File: src/rtl/sar_adc_ctrl.sv
// -----------------------------------------------------------------------------
// sar_adc_ctrl
//   Successive-approximation controller for the analog OTA macro, which is
//   used as the conversion comparator. Samples the input, then walks a trial
//   code from MSB to LSB on the DAC. Each bit is kept or cleared from the
//   synchronized comparator decision.
//
// Parameters
//   WIDTH          result / DAC code width in bits
//   SAMPLE_CYCLES  cycles with `sample` high (track phase), >= 1
//   SETTLE_CYCLES  wait cycles after each DAC update, >= 2 (covers synchronizer)
//
// Ports
//   clk       in   system clock
//   rst_n     in   asynchronous active-low reset
//   ena       in   block enable; low aborts a conversion
//   start     in   conversion request, level-sampled in IDLE
//   cmp_in    in   raw asynchronous comparator output (1: Vin > Vdac)
//   cont      in   continuous-mode request (only with SAR_CONT_EN)
//   dac_code  out  trial code driven to the DAC
//   sample    out  track/hold switch (1: track)
//   busy      out  high in every state except IDLE
//   done      out  one-cycle pulse when `result` updates
//   result    out  last completed conversion
//
// Optional feature
//   SAR_CONT_EN  when defined, DONE restarts sampling while cont=1 and ena=1.
//
// Handshake
//   start is a level request honoured only in IDLE with ena=1; it is neither
//   queued nor acknowledged. done is a single-cycle strobe qualifying result,
//   with no back-pressure. All outputs are registered.
// -----------------------------------------------------------------------------
module sar_adc_ctrl #(
  parameter int WIDTH         = 8,
  parameter int SAMPLE_CYCLES = 4,
  parameter int SETTLE_CYCLES = 2
) (
  input  logic             clk,
  input  logic             rst_n,
  input  logic             ena,
  input  logic             start,
  input  logic             cmp_in,
  input  logic             cont,
  output logic [WIDTH-1:0] dac_code,
  output logic             sample,
  output logic             busy,
  output logic             done,
  output logic [WIDTH-1:0] result
);

  localparam int CNT_MAX = (SAMPLE_CYCLES > SETTLE_CYCLES) ? SAMPLE_CYCLES : SETTLE_CYCLES;
  localparam int CW      = ($clog2(CNT_MAX) < 1) ? 1 : $clog2(CNT_MAX);
  localparam int IW      = ($clog2(WIDTH) < 1) ? 1 : $clog2(WIDTH);

  localparam logic [2:0] ST_IDLE   = 3'd0;
  localparam logic [2:0] ST_SAMPLE = 3'd1;
  localparam logic [2:0] ST_SETTLE = 3'd2;
  localparam logic [2:0] ST_DECIDE = 3'd3;
  localparam logic [2:0] ST_DONE   = 3'd4;

  localparam logic [WIDTH-1:0] ONE      = WIDTH'(1);
  localparam logic [WIDTH-1:0] TOP_MASK = ONE << (WIDTH - 1);

  logic [2:0]       state;
  logic [CW-1:0]    cnt;
  logic [IW-1:0]    idx;
  logic [WIDTH-1:0] acc;      // bits already decided (excludes the bit on trial)
  logic             cmp_meta;
  logic             cmp_s;

  logic [WIDTH-1:0] bit_mask;
  logic [WIDTH-1:0] decided;

  // Two-flop synchronizer for the asynchronous comparator output.
  always_ff @(posedge clk or negedge rst_n) begin
    if (!rst_n) begin
      cmp_meta <= 1'b0;
      cmp_s    <= 1'b0;
    end else begin
      cmp_meta <= cmp_in;
      cmp_s    <= cmp_meta;
    end
  end

  // Only bit idx is touched per decision, so no carry can ripple.
  always_comb begin
    bit_mask = ONE << idx;
    decided  = acc | (cmp_s ? bit_mask : '0);
  end

`ifdef SAR_CONT_EN
  logic restart;
  assign restart = cont & ena;
`else
  logic restart;
  logic unused_cont;
  assign restart     = 1'b0;
  assign unused_cont = cont;
`endif

  always_ff @(posedge clk or negedge rst_n) begin
    if (!rst_n) begin
      state    <= ST_IDLE;
      cnt      <= '0;
      idx      <= '0;
      acc      <= '0;
      dac_code <= '0;
      sample   <= 1'b0;
      busy     <= 1'b0;
      done     <= 1'b0;
      result   <= '0;
    end else if (!ena && state != ST_IDLE) begin
      // Abort: back to IDLE, result untouched, no done pulse.
      state    <= ST_IDLE;
      cnt      <= '0;
      dac_code <= '0;
      sample   <= 1'b0;
      busy     <= 1'b0;
      done     <= 1'b0;
    end else begin
      done <= 1'b0;
      case (state)
        ST_IDLE: begin
          dac_code <= '0;
          if (start && ena) begin
            state  <= ST_SAMPLE;
            cnt    <= CW'(SAMPLE_CYCLES - 1);
            sample <= 1'b1;
            busy   <= 1'b1;
          end
        end

        ST_SAMPLE: begin
          if (cnt == '0) begin
            // Present the MSB trial on the first SETTLE cycle.
            state    <= ST_SETTLE;
            cnt      <= CW'(SETTLE_CYCLES - 1);
            idx      <= IW'(WIDTH - 1);
            acc      <= '0;
            dac_code <= TOP_MASK;
            sample   <= 1'b0;
          end else begin
            cnt <= cnt - CW'(1);
          end
        end

        ST_SETTLE: begin
          if (cnt == '0) begin
            state <= ST_DECIDE;
          end else begin
            cnt <= cnt - CW'(1);
          end
        end

        ST_DECIDE: begin
          if (idx == '0) begin
            state    <= ST_DONE;
            acc      <= decided;
            dac_code <= decided;
            result   <= decided;
            done     <= 1'b1;
          end else begin
            state    <= ST_SETTLE;
            cnt      <= CW'(SETTLE_CYCLES - 1);
            idx      <= idx - IW'(1);
            acc      <= decided;
            dac_code <= decided | (bit_mask >> 1);
          end
        end

        ST_DONE: begin
          dac_code <= '0;
          if (restart) begin
            state  <= ST_SAMPLE;
            cnt    <= CW'(SAMPLE_CYCLES - 1);
            sample <= 1'b1;
          end else begin
            state <= ST_IDLE;
            busy  <= 1'b0;
          end
        end

        default: begin
          state    <= ST_IDLE;
          dac_code <= '0;
          sample   <= 1'b0;
          busy     <= 1'b0;
        end
      endcase
    end
  end

endmodule

File: config.mk
export PLATFORM = sky130hd
export DESIGN_NAME = sar_adc_ctrl
export DESIGN_NICKNAME = d
export VERILOG_FILES = /design/src/rtl/sar_adc_ctrl.sv
export SDC_FILE = /design/constraint.sdc
export NUM_CORES = 1
export LEC_CHECK = 0
export ABC_AREA = 1
export CAP_MARGIN = 5
export CORE_ASPECT_RATIO = 1.25
export CORE_MARGIN = 1
export CORE_UTILIZATION = 35
export DETAILED_ROUTE_END_ITERATION = 8
export HOLD_SLACK_MARGIN = 0.12
export PLACE_DENSITY = 0.6
export SLEW_MARGIN = 20
export SYNTH_ARGS = -nofsm -noshare
export SYNTH_HDL_FRONTEND = slang
export SYNTH_SLANG_ARGS = --single-unit
File: constraint.sdc
create_clock -name clk -period 3.3 [get_ports clk]
set_input_delay 0.825 -clock clk [delete_from_list [all_inputs] [get_ports clk]]
set_output_delay 0.825 -clock clk [all_outputs]
set_load 0.02 [all_outputs]
After elaboration in Yosys (flattened, before gate mapping)
Index checks and enable logic that the tools add are counted.
- $add $sub $neg: 2
- equal/unequal tests: 14
- shift-type cells: 1
- multiplexer cells: 31
- bitwise operators: 3
- reduce and logical (&&, ||, !) cells: 19
- operator list (kind ; number):
    $mux W8 ; 5
    $pmux W8 S3 ; 1
    $mux W3 ; 7
    $pmux W8 S2 ; 1
    $ne A3 B3 Y1 const B ; 5
    $pmux W3 S4 ; 1
    $reduce_and A3 Y1 ; 4
    $mux W2 ; 5
    $or A8 B7 Y8 ; 1
    $or A8 B8 Y8 ; 1
    $pmux W2 S4 ; 1
    $reduce_and A4 Y1 ; 2
    $shl A1 B3 Y8 const A ; 1
    $mux W1 ; 7
    $eq A3 B2 Y1 const B ; 2
    $logic_not A3 Y1 ; 2
    $ne A2 B2 Y1 const B ; 3
    $pmux W3 S2 ; 1
    $reduce_or A3 Y1 ; 2
    $reduce_bool A5 Y1 ; 1
    $ne A2 B1 Y1 const B ; 2
    $reduce_and A2 Y1 ; 2
    $eq A3 B1 Y1 const B ; 1
    $eq A3 B3 Y1 const B ; 1
    other kinds (10) ; 11
- flip-flop bits (word level): 37

Logic depth before layout (Yosys ltp)
- depth after elaboration: 7
- gate-level depth with buffers: 10
- mapped depth without buffers: 10

Worst setup path before layout
Ideal clock, no wire load.
- path kind: input to register
- start: input port ena
- end: register dac_code[4]
- data arrival time: 1.543 ns
- slack: 1.670 ns
- stages: 6
- path buffers: 2
- path through: buf_2 > inv_1 > nor2_2 > buf_6 > inv_2 > o211ai_1
- cells in the longest elaborated chain, start to end: 4
- ends and longest elaborated chain (item ; RTL line ; text):
    start: declaration ; 41 ; input logic ena,
    $logic_not A1 Y1 (*) ; 113 ; end else if (!ena && state != ST_IDLE) begin
    $logic_and A1 B1 Y1 (*) ; 113 ;
    $ne A3 B3 Y1 (no source line) or $ne A2 B2 Y1 (tied branches) ; - ;
    $reduce_and A2 Y1 (no source line) ; - ;
    end signal: assignment ; 160 ; dac_code <= decided;
    end signal: assignment ; 168 ; dac_code <= decided | (bit_mask >> 1);
    end: declaration ; 45 ; output logic [WIDTH-1:0] dac_code,
Every way passes the cells marked *; elsewhere a longest branch is shown, timed or not.
A chain may end at the register's enable or synchronous reset.

Worst setup path in the final report
- start: input port ena
- end: register result[7]
- cells in the longest elaborated chain, start to end: 4
- ends and longest elaborated chain (item ; RTL line ; text):
    $logic_not A1 Y1 ; 113 ;
    $logic_and A1 B1 Y1 ; 113 ;
    $not A1 Y1 (no source line) ; - ;
    $reduce_and A3 Y1 (no source line) ; - ;
    end signal: assignment ; 161 ; result <= decided;
    end: declaration ; 49 ; output logic [WIDTH-1:0] result
Every way passes these cells.

==> impl_metrics.csv <==
group,metric,value,unit
sta,period_needed,2340,ps
final_layout,nets,264,
drt,wire_per_inst,12.2,um
logic_synthesis,ys_top_cells_by_count,"nand2_1, dfrtp_1, inv_1, nor2_1, o21ai_1",
clock_network,clockBufferDepth,2,
setup_path,crit_type,"primary input to flop",
drt,via_per_inst,4.83,
logic_synthesis,ys.flop_type,"dfrtp_1",
final_layout,fin_area,2270,um^2
sta,worstMarginPinSlew,803,ps
clock_network,cts-root-buf,"clkbuf_8",
drt,wirelength,3.84,mm
sta,finalSetupViolCount,0,
setup_path,cp_cell_sequence,"clkdlybuf4s50_1 > inv_1 > nor2_2 > nand2_1 > o21ai_0",
logic_synthesis,synth_nets,240,
die,io_pins,25,
logic_synthesis,netlist_area,1910,um^2
global_route,grt_pass1_vias,1514,
pwr,vdd_drop_max,0.383,mV
setup_path,end_kind,"flop",
sta,worst_slack,963,ps
clock_network,clk-insertion-delay-late,290,ps
place,post-place-ws,672,ps
pwr,p_per_area,830,nW/um^2
sta,setup-tns-final,0,ps
outcome,outcome,"finished, final reports clean",
setup_path,start_kind,"primary input",
logic_synthesis,yosys_warnings,0,
global_route,grt_max_degree,38,
place,dpl.hpwl,2.80,mm
drt,drc,0,
logic_synthesis,synth_most_common_cell,"nand2_1",
setup_path,required,3500,ps
sta,maxSlewHeadroom,46.5,%
setup_path,cp.arrival,2540,ps
place,io_buffer_count,23,
global_route,antenna_found_initial,0,
global_route,grt-ovfl-total,0,
sta,finClkSkew,7.35,ps
clock_network,htree_levels,2,
setup_path,cp_max_fo,11,
pwr,p_leak,0.00117,uW
hold_path,min_path_cells,0,
clock_network,cts_hold_buf,0,
logic_synthesis,synth-seq-area-share,48.5,%
die,num_rows,29,
die,die_h,84.6,um
global_route,grtUsageTotal,15.4,%
logic_synthesis,synth_cell_types,25,
clock_network,numCtsBuffers,5,
logic_synthesis,synth-edff-count,0,
setup_path,reg2reg_depth,4,
logic_synthesis,async_reset_ff_share,100,%
global_route,grt_pass1_wl,6.76,mm
logic_synthesis,avgSynthCellArea,8.41,um^2
place,placed_area,2160,um^2
die,dieArea,5760,um^2
clock_network,cts.sinks,37,
setup_path,slowest_delay,670,ps
logic_synthesis,syn_inst,227,
drt,vias,1518,
place,placed_cells,306,
clock_network,clk_pin_slew,70,ps
die,core-area,5150,um^2
clock_network,cts_tree,"yes",
final_layout,drive_above_1_share,11.1,%
place,gp_congestion,0.847,
hold_path,worstHoldPathType,"flop to flop",
logic_synthesis,ys_ff_latch,37,
logic_synthesis,synth_top_area_cell,"dfrtp_1",
sta,hold_viol,0,
logic_synthesis,synthTopCellsByArea,"dfrtp_1, nand2_1, ha_1",
drt,drt-initial-drc-count,61,
die,die_w,68.1,um
final_layout,syn2layout_area_growth,19.1,%
pwr,power,1890,uW
final_layout,stdcell_count,314,
final_layout,num_antenna_cells,0,
sta,maxSlewViolCount,0,
drt,ant_nets,0,
setup_path,worst_path_max_delay_cell,"clkdlybuf4s50_1",
sta,min_period_over_period,70.8,%
sta,max_clock_freq,0.428,GHz
sta,grt_setup_unrepaired,"false",
job,cap_violations,0,
logic_synthesis,synth_top_area_share,48.5,%
clock_network,cts-resized-gates,0,
clock_network,postCtsSetupBuffers,0,
drt,drt-pass1-iter-count,4,
die,initial_core_util,37.1,%
-- final cells by class --
class / count / area [um^2]
clock buffer: 7 / 86.3
clock inverter: 1 / 30.0
fill: 550 / 2880
inverter: 24 / 90.1
multi-input combinational: 160 / 840
sequential: 37 / 926
tap: 62 / 77.6
timing repair buffer: 23 / 225
-- cells in the final DEF, fill, tap and decap left out, drive strengths merged --
master,instances
nor2,16
clkbuf,7
o21ai,28
xor2,1
dfrtp,37
or2,1
inv,24
nand4,3
nand2,82
nand3,12
o21bai,3
clkdlybuf4s50,22
bufinv,1
nand3b,3
o211ai,4
ha,7
buf,1
-- flip-flops by register name, summed over array words and instances (netlist names) --
signal,count
busy,1
acc,8
result,8
idx,3
sample,1
cnt,2
state,3
dac_code,8
cmp_s,1
cmp_meta,1
done,1
-- layer usage --
layer  global-route usage [%]  share of wire, %  vias to the layer above
met3                     3.67               2.7                        4
met1                     18.9                46                      720
met4                     5.11               1.2                        0
met2                     25.8                50                       27
li1                         -                 -                      767
met5                        0                 0                        -
-- metrics by stage --
step	utilization [%]	hold WS, ps
finish	44.1	357
global route	44.1	368
CTS	44.1	361
detailed placement	41.9	345
global placement	41.9	346
floorplan	-	331
-- kinds of logic after synthesis --
group | Yosys count | share of synthesized area [%]
and+or+nand+nor | 117 | 27.4
DFF | 37 | 48.5
AOI/OAI and AO/OA | 35 | 11.5
buffers and inverters | 30 | 7.54
adders and majority gates | 7 | 4.59
xor gates and xnor gates | 1 | 0.459
-- where the power goes --
group,internal [uW],switching (uW)
combinational,302,488
sequential,577,120
clock,246,153
-- path summary, 6_finish.rpt --
path,from,to,slack (ps)
hold reg to reg,cmp_meta,cmp_s,360
min in group asynchronous,rst_n,done,620
setup reg to reg,state[1],result[7],1530
max in group asynchronous,rst_n,state[1],2170
hold / removal,cmp_meta,cmp_s,360
setup / recovery,ena,result[7],960
-- worst max-delay path, delay by kind of cell --
| family | cells | cell delay [ps] |
|---|---|---|
| AOI/OAI and AO/OA | 1 | 200 |
| buffers and inverters | 2 | 830 |
| and+or+nand+nor | 2 | 680 |
Power figures use the tool's default switching activity.
